===== src/rtl/ifetch_resp.sv =====
// Instruction-fetch responder: reads the 64-bit word at pc and returns one
// 32-bit instruction per request, with misalign, timeout and stale-drop handling.
//
// Ports:
//   clk, rstn           clock, async active-low reset
//   fetch_en, pc        one-cycle fetch request and its address
//   instr, instr_en     returned instruction and its one-cycle strobe
//   fetch_err           with instr_en: misaligned pc or memory timeout
//   busy                high whenever a fetch is in progress
//   mem_req, mem_addr   memory read request (held until mem_gnt), aligned address
//   mem_gnt             memory accepted the request
//   mem_rvalid, mem_rdata  memory read response
module ifetch_resp #(
  parameter int AW  = 64,
  parameter int IW  = 32,
  parameter int DW  = 64,
  parameter int TMO = 255
) (
  input  logic          clk,
  input  logic          rstn,
  input  logic          fetch_en,
  input  logic [AW-1:0] pc,
  output logic [IW-1:0] instr,
  output logic          instr_en,
  output logic          fetch_err,
  output logic          busy,
  output logic          mem_req,
  output logic [AW-1:0] mem_addr,
  input  logic          mem_gnt,
  input  logic          mem_rvalid,
  input  logic [DW-1:0] mem_rdata
);

  typedef enum logic [1:0] {
    IDLE,
    REQ,
    WAIT,
    RESP
  } state_t;

  localparam logic [7:0] TMO_LAST = 8'(TMO - 1);

  state_t        state;
  logic [AW-1:2] pc_q;
  logic [IW-1:0] instr_q;
  logic          err_q;
  logic          drop_q;
  logic [7:0]    tmo_cnt;

  assign instr     = instr_q;
  assign fetch_err = instr_en & err_q;
  assign mem_addr  = {pc_q[AW-1:3], 3'b000};

  always_ff @(posedge clk or negedge rstn) begin
    if (!rstn) begin
      state    <= IDLE;
      pc_q     <= '0;
      instr_q  <= '0;
      err_q    <= 1'b0;
      drop_q   <= 1'b0;
      tmo_cnt  <= '0;
      instr_en <= 1'b0;
      busy     <= 1'b0;
      mem_req  <= 1'b0;
    end else begin
      instr_en <= 1'b0;
      // A late response outside WAIT only retires the pending discard.
      if (mem_rvalid && state != WAIT)
        drop_q <= 1'b0;
      unique case (state)
        IDLE: begin
          if (fetch_en) begin
            pc_q <= pc[AW-1:2];
            busy <= 1'b1;
            if (pc[1:0] != 2'b00) begin
              err_q    <= 1'b1;
              instr_q  <= '0;
              instr_en <= 1'b1;
              state    <= RESP;
            end else begin
              mem_req <= 1'b1;
              state   <= REQ;
            end
          end
        end
        REQ: begin
          if (mem_gnt) begin
            mem_req <= 1'b0;
            tmo_cnt <= '0;
            state   <= WAIT;
          end
        end
        WAIT: begin
          if (mem_rvalid) begin
            if (drop_q) begin
              drop_q <= 1'b0;
            end else begin
              instr_q  <= pc_q[2] ? mem_rdata[DW-1:IW]
                                  : mem_rdata[IW-1:0];
              err_q    <= 1'b0;
              instr_en <= 1'b1;
              state    <= RESP;
            end
          end else if (tmo_cnt == TMO_LAST) begin
            // The abandoned read may still answer later: discard it.
            instr_q  <= '0;
            err_q    <= 1'b1;
            drop_q   <= 1'b1;
            instr_en <= 1'b1;
            state    <= RESP;
          end else begin
            tmo_cnt <= tmo_cnt + 8'd1;
          end
        end
        RESP: begin
          busy  <= 1'b0;
          state <= IDLE;
        end
        default: state <= IDLE;
      endcase
    end
  end

endmodule

===== config.mk =====
export PLATFORM = sky130hd
export DESIGN_NAME = ifetch_resp
export DESIGN_NICKNAME = d
export VERILOG_FILES = /design/src/rtl/ifetch_resp.sv
export SDC_FILE = /design/constraint.sdc
export NUM_CORES = 1
export LEC_CHECK = 0
export CORE_ASPECT_RATIO = 0.9
export CORE_MARGIN = 1
export CORE_UTILIZATION = 30
export DETAILED_ROUTE_END_ITERATION = 6
export PLACE_DENSITY = 0.58
export SYNTH_ARGS = -nofsm -noshare
export SYNTH_HDL_FRONTEND = slang
export SYNTH_SLANG_ARGS = --single-unit

===== constraint.sdc =====
create_clock -name clk -period 2.4 [get_ports clk]
set_clock_uncertainty 0.2 [all_clocks]
set_input_delay 0.48 -clock clk [delete_from_list [all_inputs] [get_ports clk]]
set_output_delay 0.48 -clock clk [all_outputs]
set_load 0.01 [all_outputs]

-- After elaboration in Yosys (flattened, before gate mapping)
Index checks and enable logic that the tools add are counted.
- flip-flop bits (word level): 109
- input bits: 133
- logic and storage cells: 78
- bitwise gates (word level): 1
- reductions and logical operators: 13
- mux-type cells: 41
- add/sub/neg operators: 1
- eq/ne operators: 13
- operator list (operator ; number):
    32-bit 2-to-1 mux ; 6
    32-bit one-hot mux with 2 select lines ; 1
    8-bit 2-to-1 mux ; 3
    1-bit 2-to-1 mux ; 19
    8-bit one-hot mux with 2 select lines ; 1
    2-bit inequality test (second input constant) ; 7
    2-bit 2-to-1 mux ; 6
    4-bit AND reduction ; 3
    2-bit nonzero test ; 5
    8-bit by 1-bit adder with 8-bit output (second input constant) ; 1
    8-bit equality test (second input constant) ; 1
    1-bit one-hot mux with 2 select lines ; 4
    2-bit one-hot mux with 4 select lines ; 1
    3-bit inequality test (second input constant) ; 2
    5-bit AND reduction ; 1
    2-bit equality test (second input constant) ; 2
    2-bit AND reduction ; 2
    2-bit by 1-bit equality test with 1-bit output (second input constant) ; 1
    2-bit logical NOT ; 1
    1-bit bitwise AND ; 1
    1-bit logical AND ; 1

-- Logic depth before layout (Yosys ltp)
- depth in word-level cells: 6
- mapped depth: 9
- depth with buffers taken out: 6

-- Worst setup path after synthesis
Ideal clock, no wire load.
- path type: flip-flop to flip-flop
- start: register state[0]
- end: register instr_q[0], in the netlist instr[0]
- slack: 0.404 ns
- stages on the path, launching flop included: 10
- data arrival time: 1.719 ns
- cells stage by stage: dfrtp_1 > inv_1 > ha_1 > buf_4 > inv_2 > o22ai_2 > or3b_1 > buf_2 > buf_6 > o2bb2ai_1
- word-level cells in the longest chain between the ends: 3
- elaborated cells on any way between the ends: 9
- ends and longest elaborated chain (element ; RTL line ; RTL):
    from (decl) ; 43 ; state_t state;
    from (signal assigned) ; 56 ; state <= IDLE;
    from (signal assigned) ; 79 ; state <= RESP;
    from (signal assigned) ; 82 ; state <= REQ;
    2-bit equality test / 2-bit logical NOT (equally long branches) ; 70 ; unique case (state)
    3-bit inequality test (no line), or another cell as far along ; n/a ;
    5-bit AND reduction (no line) ; n/a ;
    to (signal assigned) ; 98 ; instr_q <= pc_q[2] ? mem_rdata[DW-1:IW]
    to (decl) ; 45 ; logic [IW-1:0] instr_q;
Several ways; a longest one is shown, not always the timed one.
A chain may end at the register's enable or synchronous reset.

-- Worst setup path in the final report
- start: register state[0]
- end: register tmo_cnt[3]
- word-level cells in the longest chain between the ends: 3
- elaborated cells on any way between the ends: 8
- ends and longest elaborated chain (element ; RTL line ; RTL):
    2-bit equality test / 2-bit by 1-bit equality test with 1-bit output (equally long branches) ; 70 ;
    2-bit inequality test (no line) / 2-bit nonzero test (equally long branches) ; n/a ;
    4-bit AND reduction (no line) ; n/a ;
    to (signal assigned) ; 112 ; tmo_cnt <= tmo_cnt + 8'd1;
    to (decl) ; 48 ; logic [7:0] tmo_cnt;
Several ways; a longest one is shown, not always the timed one.

==> results by group <==
Routing
  – Routed WL per cell: approximately 16 um
  – Detailed Routing Iterations Pass 1: 4
  – Detail Route Antenna Nets: 0
  – Vias: between 3k and 4k
  – Drt total wl: 12.8 mm
  – Post-route DRC: 0
  – Via density: 4.69
  – Met3 WL: 1.02 mm
  – Top layer reached by signal wires: met4
  – Initial DRC Count: ~110
  – Routed wire length on met2: between 6 and 7 mm
  – Wl on met1: 4.99 mm

Pwr
  – Int Pwr: between 0.005 and 0.006 W
  – Psw: approximately 0.0028 W
  – Peak VDD IR: between 0.5 and 0.6 mV
  – Net Sw Frac: 0.322
  – Portion of total power attributed to the clock network: 0.172
  – Sequential power share: 0.353
  – Comb pwr share: 0.476
  – Pwr/cell area: around 1100 nW/um^2
  – Leak: around 3.2 nW

Timing
  – Unrepaired setup endpoints after global routing: no
  – WHS: slightly below 300 ps
  – Post-route setup TNS: 0 ps
  – Final hold viol count: 0
  – Period utilization: 0.934
  – Slew margin rel.: 0.634
  – Fin crit period: 2240 ps
  – Final Max Slew Viols: 0
  – Post-route worst setup slack: about 160 ps
  – Slew @ Worst Pin: between 500 and 600 ps
  – Highest Clock Rate: around 450 MHz
  – # setup viols final: 0

Synthesis
  – Flops & latches, synth: 109
  – Async SR Flop Fraction: 1.00
  – Main synth FF type: dfrtp_1
  – Top cell type's share of synthesized area: 0.525
  – Synth cell types: 36
  – Yosys top cell by area: dfrtp_1
  – Syn avg cell area: approximately 13 sq um
  – Post-Syn Instances: approximately 410
  – Most area-consuming cells after synthesis: dfrtp_1, mux2_2, buf_4
  – Post-synth EDFFs: 0
  – Sequential area share after synthesis: 0.525
  – Synthesized area: just over 5000 sq um
  – Synth warn: 0

Cells and area
  – Total Nets Final: 721
  – Share of cells above drive strength 1: 0.172
  – Core Util, Final: 0.452
  – Ant. Diodes: 0
  – Register area: between 2000 and 3000 sq um
  – Multi-input gate area: 1870 sq um
  – Number of fill cells: 1525
  – Syn-to-layout area delta: 47.1%

CTS
  – Root buf cell: clkbuf_16
  – Max Buffers Root-to-Sink: 2
  – CTS tree: built
  – Htree depth: 3
  – Clock transition at the registers of the reported paths: ~70 ps
  – CTS Buf Count: 9
  – Clock net sink count: between 100 and 150
  – Worst-Skew Late Latency: around 340 ps

Placed design
  – PortBufs: 229
  – Worst slack, placed: roughly 33 ps
  – Routability congestion estimate: slightly below 0.8
  – Estimated wirelength of the detail-placed design: about 9.5 mm

Setup path
  – Crit path DAT: 2310 ps
  – Crit path max-delay family: simple AND/OR/NAND/NOR gates
  – CP Launch Type: register
  – WP data required: between 2000 and 2500 ps
  – Critical path cell sequence: inv_1 > ha_2 > buf_4 > nor2b_2 > o2111ai_2 > or4_1 > a21oi_1
  – Worst Path Max Fanout: 8
  – CP Buf/Inv Count: 2
  – Crit Path Category: reg -> reg
  – Slowest library cell on the worst path: or4_1
  – Crit end category: register
  – Slowest stage delay, CP: 440 ps

GRT
  – Vias in the first global route: just under 4k
  – Gr usage total: 0.144
  – Antenna violations before repair: 0
  – Largest net degree at the start of global routing: 64
  – Global-route wire length before repair: about 20 mm
  – GRT Residual Overflow: 0

Floorplanning
  – Number of cell rows: 45
  – Ports: 233
  – Full die area: between 15000 and 20000 sq um
  – CORE AREA: between 15000 and 20000 sq um
  – Die Y: around 130 um
  – Starting Density: 0.308
  – Chip Width: about 140 um

Hold path
  – Hold crit path type: reg -> reg

Outcome
  – Outcome: finished, final reports clean

Run
  – Number of max-cap violations: 0
flip-flops by register name, indices dropped and copies added, names as in the netlist:
register	count
drop_q	1
pc_q	62
busy	1
instr	32
tmo_cnt	8
err_q	1
state	2
mem_req	1
instr_en	1
stage by stage:
stage / power, W / cells / instance area [sq um]
finish: 0.00860 / 797 / 7640
global route: 0.00914 / 797 / 7640
detailed placement: 0.00719 / 779 / 7320
CTS: 0.00872 / 796 / 7620
floorplan: 0.00571 / 410 / 5200
global placement: 0.00708 / 779 / 7320
logic make-up after synthesis:
logic type      share of synthesized area
fa+ha+maj                          0.0169
flops                               0.525
buf+inv                             0.120
mux                                 0.204
simple gates                       0.0436
compound gates                     0.0901
other cells                      0.000722
synth_stat cells (4+ instances only):
library cell	instances
mux2i_1	35
o31ai_1	4
buf_1	7
inv_1	10
a21oi_1	7
o21ai_0	7
mux2_2	63
or4_1	5
o2bb2ai_1	32
nor2_1	6
buf_4	65
nand2_1	9
o211ai_1	5
clkbuf_1	5
dfrtp_1	109
ha_1	7
per-layer routing:
layer / global-route usage / vias to the layer above
met2: 0.262 / 149
li1: - / 1731
met3: 0.0532 / 12
met4: 0.0396 / 0
met5: 0 / -
met1: 0.158 / 1842
final cells by class:
| class | count | share of cell area |
|---|---|---|
| Clock buffer | 10 | 0.0300 |
| Clock inverter | 6 | 0.00835 |
| Inverter | 11 | 0.00540 |
| Multi-Input combinational cell | 207 | 0.244 |
| Sequential cell | 109 | 0.357 |
| Tap cell | 211 | 0.0346 |
| Timing Repair Buffer | 243 | 0.320 |
path summary, 6_finish.rpt:
path / startpoint / to / slack (ps) / depth (start not counted)
max reg2reg: state[0] / tmo_cnt[3] / 160 / 7
min: instr[27] / instr[27] / 290 / 1
max: state[0] / tmo_cnt[3] / 160 / 7
min reg2reg: instr[27] / instr[27] / 290 / 1
min in group asynchronous: rstn / pc_q[9] / 400 / 2
max in group asynchronous: rstn / instr[3] / 960 / 3
layout by cell type, fill, tap and decap left out, drive strengths merged, types with 2 or more instances in the layout:
cell	instances
nor2b	3
or3	2
mux2i	35
a21oi	7
clkdlybuf4s50	228
conb	3
clkinvlp	2
nor3	2
o21ai	7
dfrtp	109
clkbuf	10
nand2	10
clkinv	3
nor2	6
or4	5
nand2b	3
inv	11
mux2	63
buf	14
o31ai	4
o2bb2ai	32
o211ai	5
ha	7
nand3	3
what timing repair did:
action / CTS / global route
hold buffers: 1 / 0
setup endpoints to repair: 0 / 7
gates resized for setup: 0 / 5
endpoints found under the hold margin: 28 / 0
setup buffers: 0 / 1
worst register-to-register path, cell delays in order, from the launching register on:
cell and delay (ps):
dfrtp_1 420, inv_1 130, ha_2 220, buf_4 170, nor2b_2 220, o2111ai_2 190
or4_1 440, a21oi_1 180
power by group through the flow:
stage	Sequential, W	Clock (W)	Combinational, W
2_1_floorplan	0.00304	0	0.00267
3_3_place_gp	0.00303	0	0.00405
3_5_place_dp	0.00306	0	0.00413
4_1_cts	0.00304	0.00155	0.00414
5_1_grt	0.00313	0.00160	0.00441
6_report	0.00303	0.00148	0.00409
No activity file was read; power rests on OpenSTA's default activity.
